--- src/rtl/fetch_unit.sv ---
// Instruction fetch front end: issues one imem read at a time and pushes {pc, inst}
// into the instruction queue, with a one-entry skid buffer for queue back-pressure.
module fetch_unit #(
  parameter int unsigned XLEN = 32
) (
  input  logic            clk,
  input  logic            rst,
  input  logic [XLEN-1:0] pc,
  input  logic            redirect,
  output logic            request_new_inst,
  output logic [XLEN-1:0] imem_addr,
  output logic [3:0]      imem_rmask,
  input  logic [31:0]     imem_rdata,
  input  logic            imem_resp,
  input  logic            iq_full,
  output logic            iq_push,
  output logic [XLEN-1:0] iq_pc,
  output logic [31:0]     iq_inst
);

  localparam logic [1:0] IDLE    = 2'd0;
  localparam logic [1:0] WAIT    = 2'd1;
  localparam logic [1:0] DISCARD = 2'd2;

  logic [1:0]      state;
  logic [1:0]      state_next;
  logic [XLEN-1:0] req_pc;
  logic            buf_valid;
  logic [XLEN-1:0] buf_pc;
  logic [31:0]     buf_inst;
  logic            req_issue;
  logic            buf_set;
  logic            buf_clr;

  // Outputs are gated by rst so that the reset cycle itself presents all zeros.
  always_comb begin
    state_next       = state;
    req_issue        = 1'b0;
    buf_set          = 1'b0;
    buf_clr          = 1'b0;
    request_new_inst = 1'b0;
    imem_addr        = '0;
    imem_rmask       = 4'h0;
    iq_push          = 1'b0;
    iq_pc            = '0;
    iq_inst          = '0;
    if (!rst) begin
      case (state)
        IDLE: begin
          if (redirect) begin
            buf_clr = 1'b1;
          end else if (buf_valid) begin
            if (!iq_full) begin
              iq_push = 1'b1;
              iq_pc   = buf_pc;
              iq_inst = buf_inst;
              buf_clr = 1'b1;
            end
          end else begin
            req_issue  = 1'b1;
            imem_rmask = 4'hF;
            imem_addr  = {pc[XLEN-1:2], 2'b00};
            state_next = WAIT;
          end
        end
        WAIT: begin
          if (imem_resp) begin
            state_next = IDLE;
            if (!redirect) begin
              request_new_inst = 1'b1;
              if (!iq_full) begin
                iq_push = 1'b1;
                iq_pc   = req_pc;
                iq_inst = imem_rdata;
              end else begin
                buf_set = 1'b1;
              end
            end
          end else if (redirect) begin
            state_next = DISCARD;
          end
        end
        DISCARD: begin
          if (imem_resp) state_next = IDLE;
        end
        default: state_next = IDLE;
      endcase
    end
  end

  always_ff @(posedge clk) begin
    if (rst) begin
      state     <= IDLE;
      req_pc    <= '0;
      buf_valid <= 1'b0;
      buf_pc    <= '0;
      buf_inst  <= '0;
    end else begin
      state <= state_next;
      if (req_issue) req_pc <= pc;
      if (buf_set) begin
        buf_valid <= 1'b1;
        buf_pc    <= req_pc;
        buf_inst  <= imem_rdata;
      end else if (buf_clr) begin
        buf_valid <= 1'b0;
      end
    end
  end

endmodule

--- config.mk ---
export PLATFORM = sky130hd
export DESIGN_NAME = fetch_unit
export DESIGN_NICKNAME = d
export VERILOG_FILES = /design/src/rtl/fetch_unit.sv
export SDC_FILE = /design/constraint.sdc
export NUM_CORES = 1
export LEC_CHECK = 0
export ABC_AREA = 1
export CAP_MARGIN = 20
export CORE_MARGIN = 4
export CORE_UTILIZATION = 51
export CTS_CLUSTER_DIAMETER = 40
export DETAILED_ROUTE_END_ITERATION = 6
export PLACE_DENSITY = 0.93
export SLEW_MARGIN = 10
export SYNTH_ARGS = -nofsm -noshare
export SYNTH_HDL_FRONTEND = slang
export SYNTH_SLANG_ARGS = --single-unit
--- constraint.sdc ---
create_clock -name clk -period 3.2 [get_ports clk]
set_input_delay 0.64 -clock clk [delete_from_list [all_inputs] [get_ports clk]]
set_output_delay 0.64 -clock clk [all_outputs]
set_load 0.01 [all_outputs]
==> impl_metrics.csv, run 1 <==
group,metric,value,unit
sta,achievable-frequency,336,MHz
critical_path,cp_slowest_stage_delay,580,ps
sta,timing.final.crit_share,93.1,%
floorplan,floorplan.die.height,112,um
clock_tree,clk-insertion-delay-late,370,ps
pwr,worst_ir_drop_vdd,0.211,mV
final_layout,final.fill_count,813,
sta,report.final.setup_viol,0,
floorplan,chipWidth,112,um
yosys,netlist_top_cells_area,"dfxtp_1 (36%), nand4_1 (15%), nand3_1 (9.3%)",
pwr,power.clock.fraction,30.8,%
floorplan,overall_die_area,12500,um^2
placed_design,place_worst_setup_slack,32.1,ps
pwr,total_switching_power,754,uW
sta,timing.clock.skew,15.1,ps
critical_path,arrival,2340,ps
route,postRouteAntennaNets,0,
clock_tree,cts.sink_count,99,
sta,maxSlewViolCount,0,
yosys,synth-seq-area-share,35.9,%
critical_path,crit_type,"flip-flop to output port",
route,routed_wirelength,17.2,mm
pwr,share_comb_of_total_power,17.3,%
grt,antenna_found_initial,1,
final_layout,layout_cell_share_with_drive_strength_beyond_1,6.28,%
pwr,power_per_cell_area,332,nW/um^2
sta,grt_setup_unrepaired,"no",
yosys,postSynthAreaPerCell,6.37,um^2
hold_path,holdCritPathClass,"flip-flop to flip-flop",
pwr,p_leak,2.90,nW
placed_design,dp_hpwl,10.9,mm
clock_tree,number_of_buffers_added_by_the_clock_tree_synthesis_step,9,
route,viasPerCell,5.69,
floorplan,coreArea,10400,um^2
grt,grt-ovfl-total,0,
route,routed-via-count,6400,
critical_path,timing.critical_path.max_delay_family,"buffers and inverters",
clock_tree,clk_path_buf_depth,2,
clock_tree,h_tree_lvl_count,3,
sta,setup-tns-final,0,ps
flow_run,timing.max_cap.violations,0,
yosys,synth_area_leader_cell,"dfxtp_1",
sta,finalWorstPathRequiredPeriod,2980,ps
critical_path,worstPathMaxFanout,25,
run_status,outcome,"complete, no violations",
pwr,switching_share,30.2,%
route,first_pass_iters,5,
floorplan,boundaryPins,171,
critical_path,startpoint_type,"flip-flop",
grt,grt_start_max_net_pins,99,
yosys,ys_ff_latch,99,
critical_path,timing.critical_path.buf_inv,3,
final_layout,num-nets-final,1051,
yosys,synth.yosys.warnings,0,
critical_path,timing.critical_path.cells,"inv_2, nor2_4, buf_6, nand4_1, a21oi_1, clkdlybuf4s50_1",
yosys,synth_largest_type_area_fraction,35.9,%
route,drt-initial-drc-count,767,
critical_path,required,2560,ps
pwr,reg_power_share,52.0,%
sta,timing.final.hold_violations,0,
final_layout,area.growth.synth_to_final,36.4,%
clock_tree,clockRootBuffer,"clkbuf_8",
critical_path,crit_slowest_cell,"clkdlybuf4s50_1",
clock_tree,cts_tree,"done",
grt,vias_in_the_first_global_route,5902,
route,drt_drc_violations_left,0,
grt,grtUsageTotal,26.4,%
sta,slew_headroom,29.7,%
placed_design,port_buffers,168,
route,routedWlPerCell,15.3,um
yosys,syn_inst,865,
critical_path,critPathCaptureType,"output port",
placed_design,gp_congestion,0.832,
floorplan,placementRows,37,
pwr,p_int,1.74,mW
yosys,mappedNetlistArea,5510,um^2
sta,post-route-worst-setup-slack,221,ps
grt,grt_pass1_wl,28.3,mm
clock_tree,clkSlewWorstSetupHoldPaths,100,ps
yosys,post_synth_num_cell_types,16,
sta,tightestPinTransition,1050,ps
floorplan,start_util,52.9,%
==> power by group through the flow <==
stage	clock network, mW	registers [mW]	logic [mW]
3_5_place_dp	0	1.33	0.421
4_1_cts	0.780	1.30	0.423
3_3_place_gp	0	1.32	0.414
5_1_grt	0.818	1.30	0.464
6_report	0.769	1.30	0.431
2_1_floorplan	0	1.32	0.214
==> final timing paths <==
kind / from / to / slack [ps] / depth (start not counted)
max: state[0]$_SDFFE_PP0P_ / iq_pc[10] / 220 / 6
min: req_pc[28]$_SDFFE_PP0P_ / buf_pc[28]$_SDFFE_PP0P_ / 490 / 2
max reg2reg: state[0]$_SDFFE_PP0P_ / buf_pc[11]$_SDFFE_PP0P_ / 1430 / 8
min reg2reg: req_pc[28]$_SDFFE_PP0P_ / buf_pc[28]$_SDFFE_PP0P_ / 490 / 2
==> Yosys cell counts (all sizes together) <==
cell type,n
a21oi,66
buf,52
clkbuf,44
conb,1
dfxtp,99
inv,102
nand2,137
nand3,103
nand4,129
nor2,100
nor4,1
o21ai,31
==> what timing repair did <==
action,in CTS,in global routing
hold buffers,0,0
gates resized for setup,0,7
buffers inserted,0,2
setup endpoints to repair,0,86
==> flip-flops by register name (all words and copies together) (netlist names) <==
register and flops:
buf_valid 1, buf_pc 32, req_pc 32, state 2
buf_inst 32
==> layout by cell type, fill, tap and decap left out, drive strengths merged, types with 2 or more instances in the layout <==
master	count
o21ai	31
diode	2
conb	2
dfxtp	99
nor2	100
dlymetal6s2s	2
clkdlybuf4s50	164
inv	106
nand2	137
buf	35
clkbuf	10
nand3	103
a21oi	66
nand4	129
==> metrics by stage <==
| step | power, mW | std cells | hold slack, ps | utilization, % | area [um^2] |
|---|---|---|---|---|---|
| 3_5_place_dp | 1.75 | 1105 | 478 | 70.1 | 7300 |
| 4_1_cts | 2.50 | 1121 | 493 | 71.8 | 7480 |
| 2_1_floorplan | 1.53 | 866 | 460 | - | 5520 |
| 6_report | 2.50 | 1125 | 490 | 72.2 | 7520 |
| 3_3_place_gp | 1.74 | 1105 | 471 | 70.1 | 7300 |
| 5_1_grt | 2.58 | 1125 | 505 | 72.2 | 7520 |
==> area by class of cell <==
type | count | area [um^2] | area share (%)
well taps | 136 | 170 | 2.26
diodes | 2 | 5.00 | 0.0665
clock inverters | 6 | 53.8 | 0.715
clock buffers | 10 | 128 | 1.70
multi-input cells | 569 | 2760 | 36.7
inverters | 102 | 385 | 5.12
flip-flops and latches | 99 | 1980 | 26.4
repair buffers | 201 | 2040 | 27.1
==> routing by layer <==
metal	routed length (um)	part of all wire, %	GRT usage (%)
met1	7030	41	34.9
met2	8110	47	43.3
met3	1730	10	5.92
met4	297	1.7	7.93
met5	0	0	0
==> logic make-up after synthesis <==
kind of cell           count (synthesis)  share of synthesized area [%]
DFF                                   99                           35.9
other                                  1                         0.0680
and+or+nand+nor                      470                           40.4
buffers and inverters                198                           14.8
AOI/OAI and AO/OA                     97                           8.80
==> worst reg2reg max path, stage by stage (launching register included) <==
cell and delay [ps]:
dfxtp_1 420, inv_2 70, nor2_4 290, inv_2 100
nor2_4 140, nand2_2 50, buf_4 370, nand2_1 180
nand2_1 50
(Power assumes the default switching activity.)
==> inputs of run 2 (changes only) <==
CORE_UTILIZATION = 49   (was 51)
CTS_BUF_LIST = sky130_fd_sc_hd__clkbuf_8   (was unset)
PLACE_DENSITY = 0.9   (was 0.93)
RECOVER_POWER = 25   (was unset)
clock period = 2.9 ns   (was 3.2 ns; I/O delays follow)
==> run 2 against run 1 <==
The run now ends with capacitance limit, slew limit left. Critical path depth unchanged. Clock power increased by 33%. Global-route usage down 1.4 points. Register-to-register slack got worse by 120 ps. Via count shrank 2.0%. Combinational power rose by 10%. Critical path type is now input port to output port. Final cell count is 0.53% lower. Die area grew 3.8%. Sequential share of layout area shrank 0.066 points. Utilization down 3.3 points. Critical endpoint is now iq_pc[16]. Clock skew rose by 1.9 ps. Largest cell class unchanged. Count of clock-buffer cells in the layout down 1.
==> impl_metrics.csv, run 2 (synthesis gave the netlist of run 1 again) <==
group,metric,value,unit
grt,grtUsageTotal,25.0,%
clock_tree,clk-insertion-delay-late,360,ps
pwr,total_switching_power,826,uW
clock_tree,h_tree_lvl_count,3,
sta,grt_setup_unrepaired,"no",
final_layout,seq_area,1980,um^2
sta,tightestPinTransition,1990,ps
floorplan,floorplan.die.height,114,um
placed_design,dp_hpwl,10.3,mm
route,drt-initial-drc-count,764,
flow_run,timing.max_cap.violations,1,
pwr,p_int,2.10,mW
sta,timing.clock.skew,17.0,ps
final_layout,finish.instance_area,7540,um^2
grt,grt_start_max_net_pins,105,
placed_design,port_buffers,168,
pwr,switching_share,28.3,%
floorplan,chipWidth,114,um
final_layout,layout_cell_share_with_drive_strength_beyond_1,5.41,%
critical_path,startpoint_type,"input port",
floorplan,boundaryPins,171,
final_layout,largest_regs,"buf_inst (32), buf_pc (32), req_pc (32)",
pwr,share_comb_of_total_power,16.2,%
pwr,p_leak,2.89,nW
sta,finalWorstPathRequiredPeriod,2800,ps
final_layout,final.fill_count,940,
route,routed-via-count,6269,
clock_tree,clk_path_buf_depth,2,
critical_path,arrival,2220,ps
route,routed_wirelength,16.7,mm
floorplan,overall_die_area,13000,um^2
grt,antenna_found_initial,0,
final_layout,final_common_cell,"clkdlybuf4s50_1",
route,first_pass_iters,5,
critical_path,required,2320,ps
sta,maxSlewViolCount,98,
clock_tree,number_of_buffers_added_by_the_clock_tree_synthesis_step,9,
sta,achievable-frequency,357,MHz
pwr,worst_ir_drop_vdd,0.329,mV
critical_path,crit_type,"input port to output port",
final_layout,final-instance-count-excl-fill,1119,
hold_path,holdCritPathClass,"input port to flip-flop",
route,viasPerCell,5.60,
pwr,design_power_total,2.92,mW
clock_tree,cts_tree,"done",
grt,grt-ovfl-total,0,
sta,setup-tns-final,0,ps
final_layout,multiInputGateArea,2760,um^2
sta,slew_headroom,-32.8,%
sta,report.final.setup_viol,0,
clock_tree,cts_post_setup_buffers_inserted,0,
sta,timing.final.crit_share,96.5,%
placed_design,gp_congestion,0.803,
critical_path,worstPathMaxFanout,42,
route,drt_drc_violations_left,0,
clock_tree,clkSlewWorstSetupHoldPaths,90,ps
pwr,reg_power_share,48.9,%
route,routedWlPerCell,15.0,um
grt,vias_in_the_first_global_route,5933,
final_layout,final_core_utilization,68.9,%
floorplan,start_util,50.4,%
final_layout,antenna-diode-count,0,
run_status,outcome,"finished with violations",
clock_tree,cts.sink_count,99,
floorplan,coreArea,10900,um^2
floorplan,placementRows,38,
pwr,power_per_cell_area,388,nW/um^2
clock_tree,clockRootBuffer,"clkbuf_8",
final_layout,area.growth.synth_to_final,36.7,%
placed_design,dpl-instance-area,7300,um^2
route,postRouteAntennaNets,0,
final_layout,mostFrequentLayoutCells,"clkdlybuf4s50_1 (164), nand2_1 (136), nand4_1 (129)",
pwr,power.clock.fraction,34.8,%
sta,timing.final.hold_violations,0,
grt,grt_pass1_wl,27.7,mm
placed_design,placed_cells_incl_taps,1103,
critical_path,critPathCaptureType,"output port",
run_status,failed_checks,"capacitance limit, slew limit",
final_layout,num-nets-final,1043,
-- run 2: changes by cell type in the layout (fill, tap and decap cells not counted), moves of 2 or more --
| cell | delta |
|---|---|
| diode_2 | -2 |
| buf_4 | -15 |
| buf_6 | +2 |
| dlygate4sd2_1 | +2 |
| dlymetal6s2s_1 | -2 |
| bufinv_16 | +2 |
| buf_12 | +3 |
-- run 2: metal layers --
metal  GRT usage, %  share of wire [%]  routed length, um  up-vias
met4           6.41                1.1                182        0
met3           5.07                9.4               1580       17
met2           41.1                 46               7700      335
met5              0                  0                  0        -
met1           33.7                 43               7270     2824
li1               -                  -                  -     3093
-- run 2: worst paths after layout --
path	start	slack, ps	endpoint	cells past startpoint
worst max-delay path	iq_full	100	iq_pc[16]	6
worst min-delay path	rst	470	state[1]$_SDFFE_PP0P_	2
worst max register to register	state[0]$_SDFFE_PP0P_	1310	buf_pc[14]$_SDFFE_PP0P_	8
worst min register to register	buf_valid$_SDFFE_PP0P_	490	buf_valid$_SDFFE_PP0P_	2
-- run 2: layout make-up --
| type | count | share of cell area [%] |
|---|---|---|
| multi-input combinational | 569 | 36.6 |
| timing repair buffer | 193 | 26.7 |
| sequential | 99 | 26.3 |
| inverter | 102 | 5.08 |
| tap | 140 | 2.32 |
| clock buffer | 9 | 1.64 |
| clock inverter | 7 | 1.41 |
-- run 2: stage by stage --
stage	hold WS (ps)	setup WS (ps)
2_1_floorplan	460	830
3_3_place_gp	472	-95.2
3_5_place_dp	478	-127
4_1_cts	448	82.9
5_1_grt	471	9.43
6_report	472	102
-- run 2: critical path, stage by stage --
cell	delay [ps]
dlygate4sd2_1	300
nor2_4	170
buf_12	230
nand4_1	120
a21oi_1	200
clkdlybuf4s50_1	580
-- run 2: repair_timing --
item | CTS | global route
hold buffers | 0 | 0
gates resized for setup | 3 | 4
gates cloned | 0 | 0
setup endpoints to repair | 95 | 38
-- run 2: power by group through the flow --
stage               logic, mW  clock network (mW)  registers, mW
global route            0.511                1.09           1.44
detailed placement      0.466                   0           1.46
global placement        0.462                   0           1.46
CTS                     0.467                1.04           1.43
finish                  0.474                1.02           1.43
floorplan               0.236                   0           1.45
==> inputs of run 3 (changes only) <==
--- a/constraint.sdc
+++ b/constraint.sdc
@@ -3,2 +3,2 @@
 set_output_delay 0.58 -clock clk [all_outputs]
-set_load 0.01 [all_outputs]
+set_load 0.02 [all_outputs]
==> run 3 against run 2 <==
The flow still finishes with violations (capacitance limit, slew limit). First-iteration DRC count up 0.65%. Fmax down 0.19%. Hold slack better by 20 ps. Largest cell class unchanged. Combinational power up 1%. Critical path depth unchanged. Sequential share of layout area up 0.53 points. Flip-flop and latch count unchanged. Final area down 2.0%. Register-to-register slack worse by 830 ps. Via count up 0.56%. Critical endpoint is now iq_pc[30].
==> impl_metrics.csv, run 3 (synthesis gave the netlist of run 1 again) <==
group,metric,value,unit
run_status,outcome,"finished with violations",
run_status,failed_checks,"capacitance limit, slew limit",
clock_tree,clockRootBuffer,"clkbuf_8",
route,routed_wirelength,17.1,mm
final_layout,mostFrequentLayoutCells,"nand2_1 (137), nand4_1 (129), nand3_1 (102)",
route,drt-initial-drc-count,769,
critical_path,crit_slowest_cell,"clkdlybuf4s50_1",
pwr,power_per_cell_area,381,nW/um^2
sta,timing.final.crit_share,96.7,%
clock_tree,clk-insertion-delay-late,350,ps
final_layout,final-instance-count-excl-fill,1123,
final_layout,final_core_utilization,67.6,%
grt,grt_pass1_wl,27.6,mm
sta,tightestPinTransition,1550,ps
final_layout,final_common_cell,"nand2_1",
clock_tree,clk_path_buf_depth,2,
placed_design,place_worst_setup_slack,-165,ps
floorplan,placementRows,38,
sta,grt_setup_unrepaired,"no",
final_layout,largest_regs,"buf_inst (32), buf_pc (32), req_pc (32)",
critical_path,crit_type,"input port to output port",
route,routedWlPerCell,15.2,um
pwr,p_leak,3.35,nW
floorplan,overall_die_area,13000,um^2
critical_path,required,2320,ps
placed_design,dpl-instance-area,7340,um^2
route,viasPerCell,5.61,
sta,timing.final.hold_violations,0,
route,first_pass_iters,5,
flow_run,timing.max_cap.violations,1,
grt,grt-ovfl-total,0,
floorplan,chipWidth,114,um
placed_design,port_buffers,168,
floorplan,start_util,50.4,%
critical_path,worstPathMaxFanout,36,
clock_tree,number_of_buffers_added_by_the_clock_tree_synthesis_step,9,
sta,achievable-frequency,357,MHz
placed_design,placed_cells_incl_taps,1107,
final_layout,num-nets-final,1047,
sta,report.final.setup_viol,0,
clock_tree,clkSlewWorstSetupHoldPaths,90,ps
clock_tree,cts_tree,"done",
final_layout,final.fill_count,971,
route,routed-via-count,6304,
critical_path,arrival,2220,ps
critical_path,timing.critical_path.cells,"clkdlybuf4s50_1, nor2_4, buf_12, nand4_1, a21oi_1, dlygate4sd2_1",
floorplan,coreArea,10900,um^2
route,drt_drc_violations_left,0,
final_layout,antenna-diode-count,0,
sta,slew_headroom,-3.28,%
grt,vias_in_the_first_global_route,5724,
hold_path,holdCritPathClass,"flip-flop to flip-flop",
route,postRouteAntennaNets,0,
sta,timing.clock.skew,9.18,ps
grt,antenna_found_initial,0,
grt,grt_start_max_net_pins,98,
critical_path,startpoint_type,"input port",
sta,setup-tns-final,0,ps
floorplan,boundaryPins,171,
sta,maxSlewViolCount,33,
placed_design,gp_congestion,0.793,
final_layout,area.growth.synth_to_final,34.0,%
critical_path,timing.critical_path.buf_inv,3,
final_layout,finish.instance_area,7390,um^2
pwr,worst_ir_drop_vdd,0.227,mV
critical_path,cp_slowest_stage_delay,530,ps
floorplan,floorplan.die.height,114,um
critical_path,critPathCaptureType,"output port",
final_layout,layout_cell_share_with_drive_strength_beyond_1,5.49,%
critical_path,timing.critical_path.max_delay_family,"buffers and inverters",
sta,finalWorstPathRequiredPeriod,2800,ps
sta,post-route-worst-setup-slack,97.1,ps
grt,grtUsageTotal,25.1,%
clock_tree,cts.sink_count,99,
clock_tree,h_tree_lvl_count,3,
placed_design,dp_hpwl,10.8,mm
-- run 3: cell types whose count changed in the layout (fill, tap and decap cells not counted), moves of 2 or more --
cell,change
clkdlybuf4s50_1,-98
inv_6,-3
dlygate4sd2_1,+98
buf_6,-5
clkbuf_8,+2
clkinv_2,+2
buf_4,+9
-- run 3: worst paths after layout --
path                          startpoint                 endpoint  slack (ps)  depth (start not counted)
hold reg to reg   req_pc[2]$_SDFFE_PP0P_   buf_pc[2]$_SDFFE_PP0P_         490                          2
hold / removal    req_pc[2]$_SDFFE_PP0P_   buf_pc[2]$_SDFFE_PP0P_         490                          2
setup / recovery                 iq_full                iq_pc[30]         100                          6
setup reg to reg   state[1]$_SDFFE_PP0P_  req_pc[23]$_SDFFE_PP0P_         480                          6
-- run 3: power breakdown --
group	switching (mW)	internal (mW)
combinational	0.303	0.178
sequential	0.0322	1.40
clock	0.464	0.442
total	0.799	2.02
-- run 3: repair_timing --
item                                    4_1_cts  5_1_grt
buffers inserted                              0        0
hold buffers                                  0        0
endpoints found under the setup margin      100        0
resized for setup                           101        0
-- run 3: layout make-up --
cell class                 instances  area (um^2)  share of cell area, %
multi-input combinational        569         2750                   37.2
timing repair buffer             197         1900                   25.7
clock buffer                      11          151                   2.05
tap                              140          175                   2.37
sequential                        99         1980                   26.8
inverter                         102          383                   5.18
clock inverter                     5         52.6                  0.711
-- run 3: stage by stage --
stage	total power [mW]	hold WS, ps
finish	2.82	492
global route	2.93	507
CTS	2.83	493
detailed placement	1.96	479
global placement	1.95	473
floorplan	1.71	460
-- run 3: routing by layer --
metal | global-route usage [%] | vias up | routed length, um
met5 | 0 | - | 0
met4 | 7.60 | 0 | 292
met3 | 5.39 | 28 | 1600
met2 | 39.5 | 319 | 7780
met1 | 34.6 | 2855 | 7430
li1 | - | 3102 | -
-- run 3: worst min-delay path, cell delays in order (launching register included) --
cell	delay, ps
dfxtp_1	330
nand3_1	80
nand2_1	50
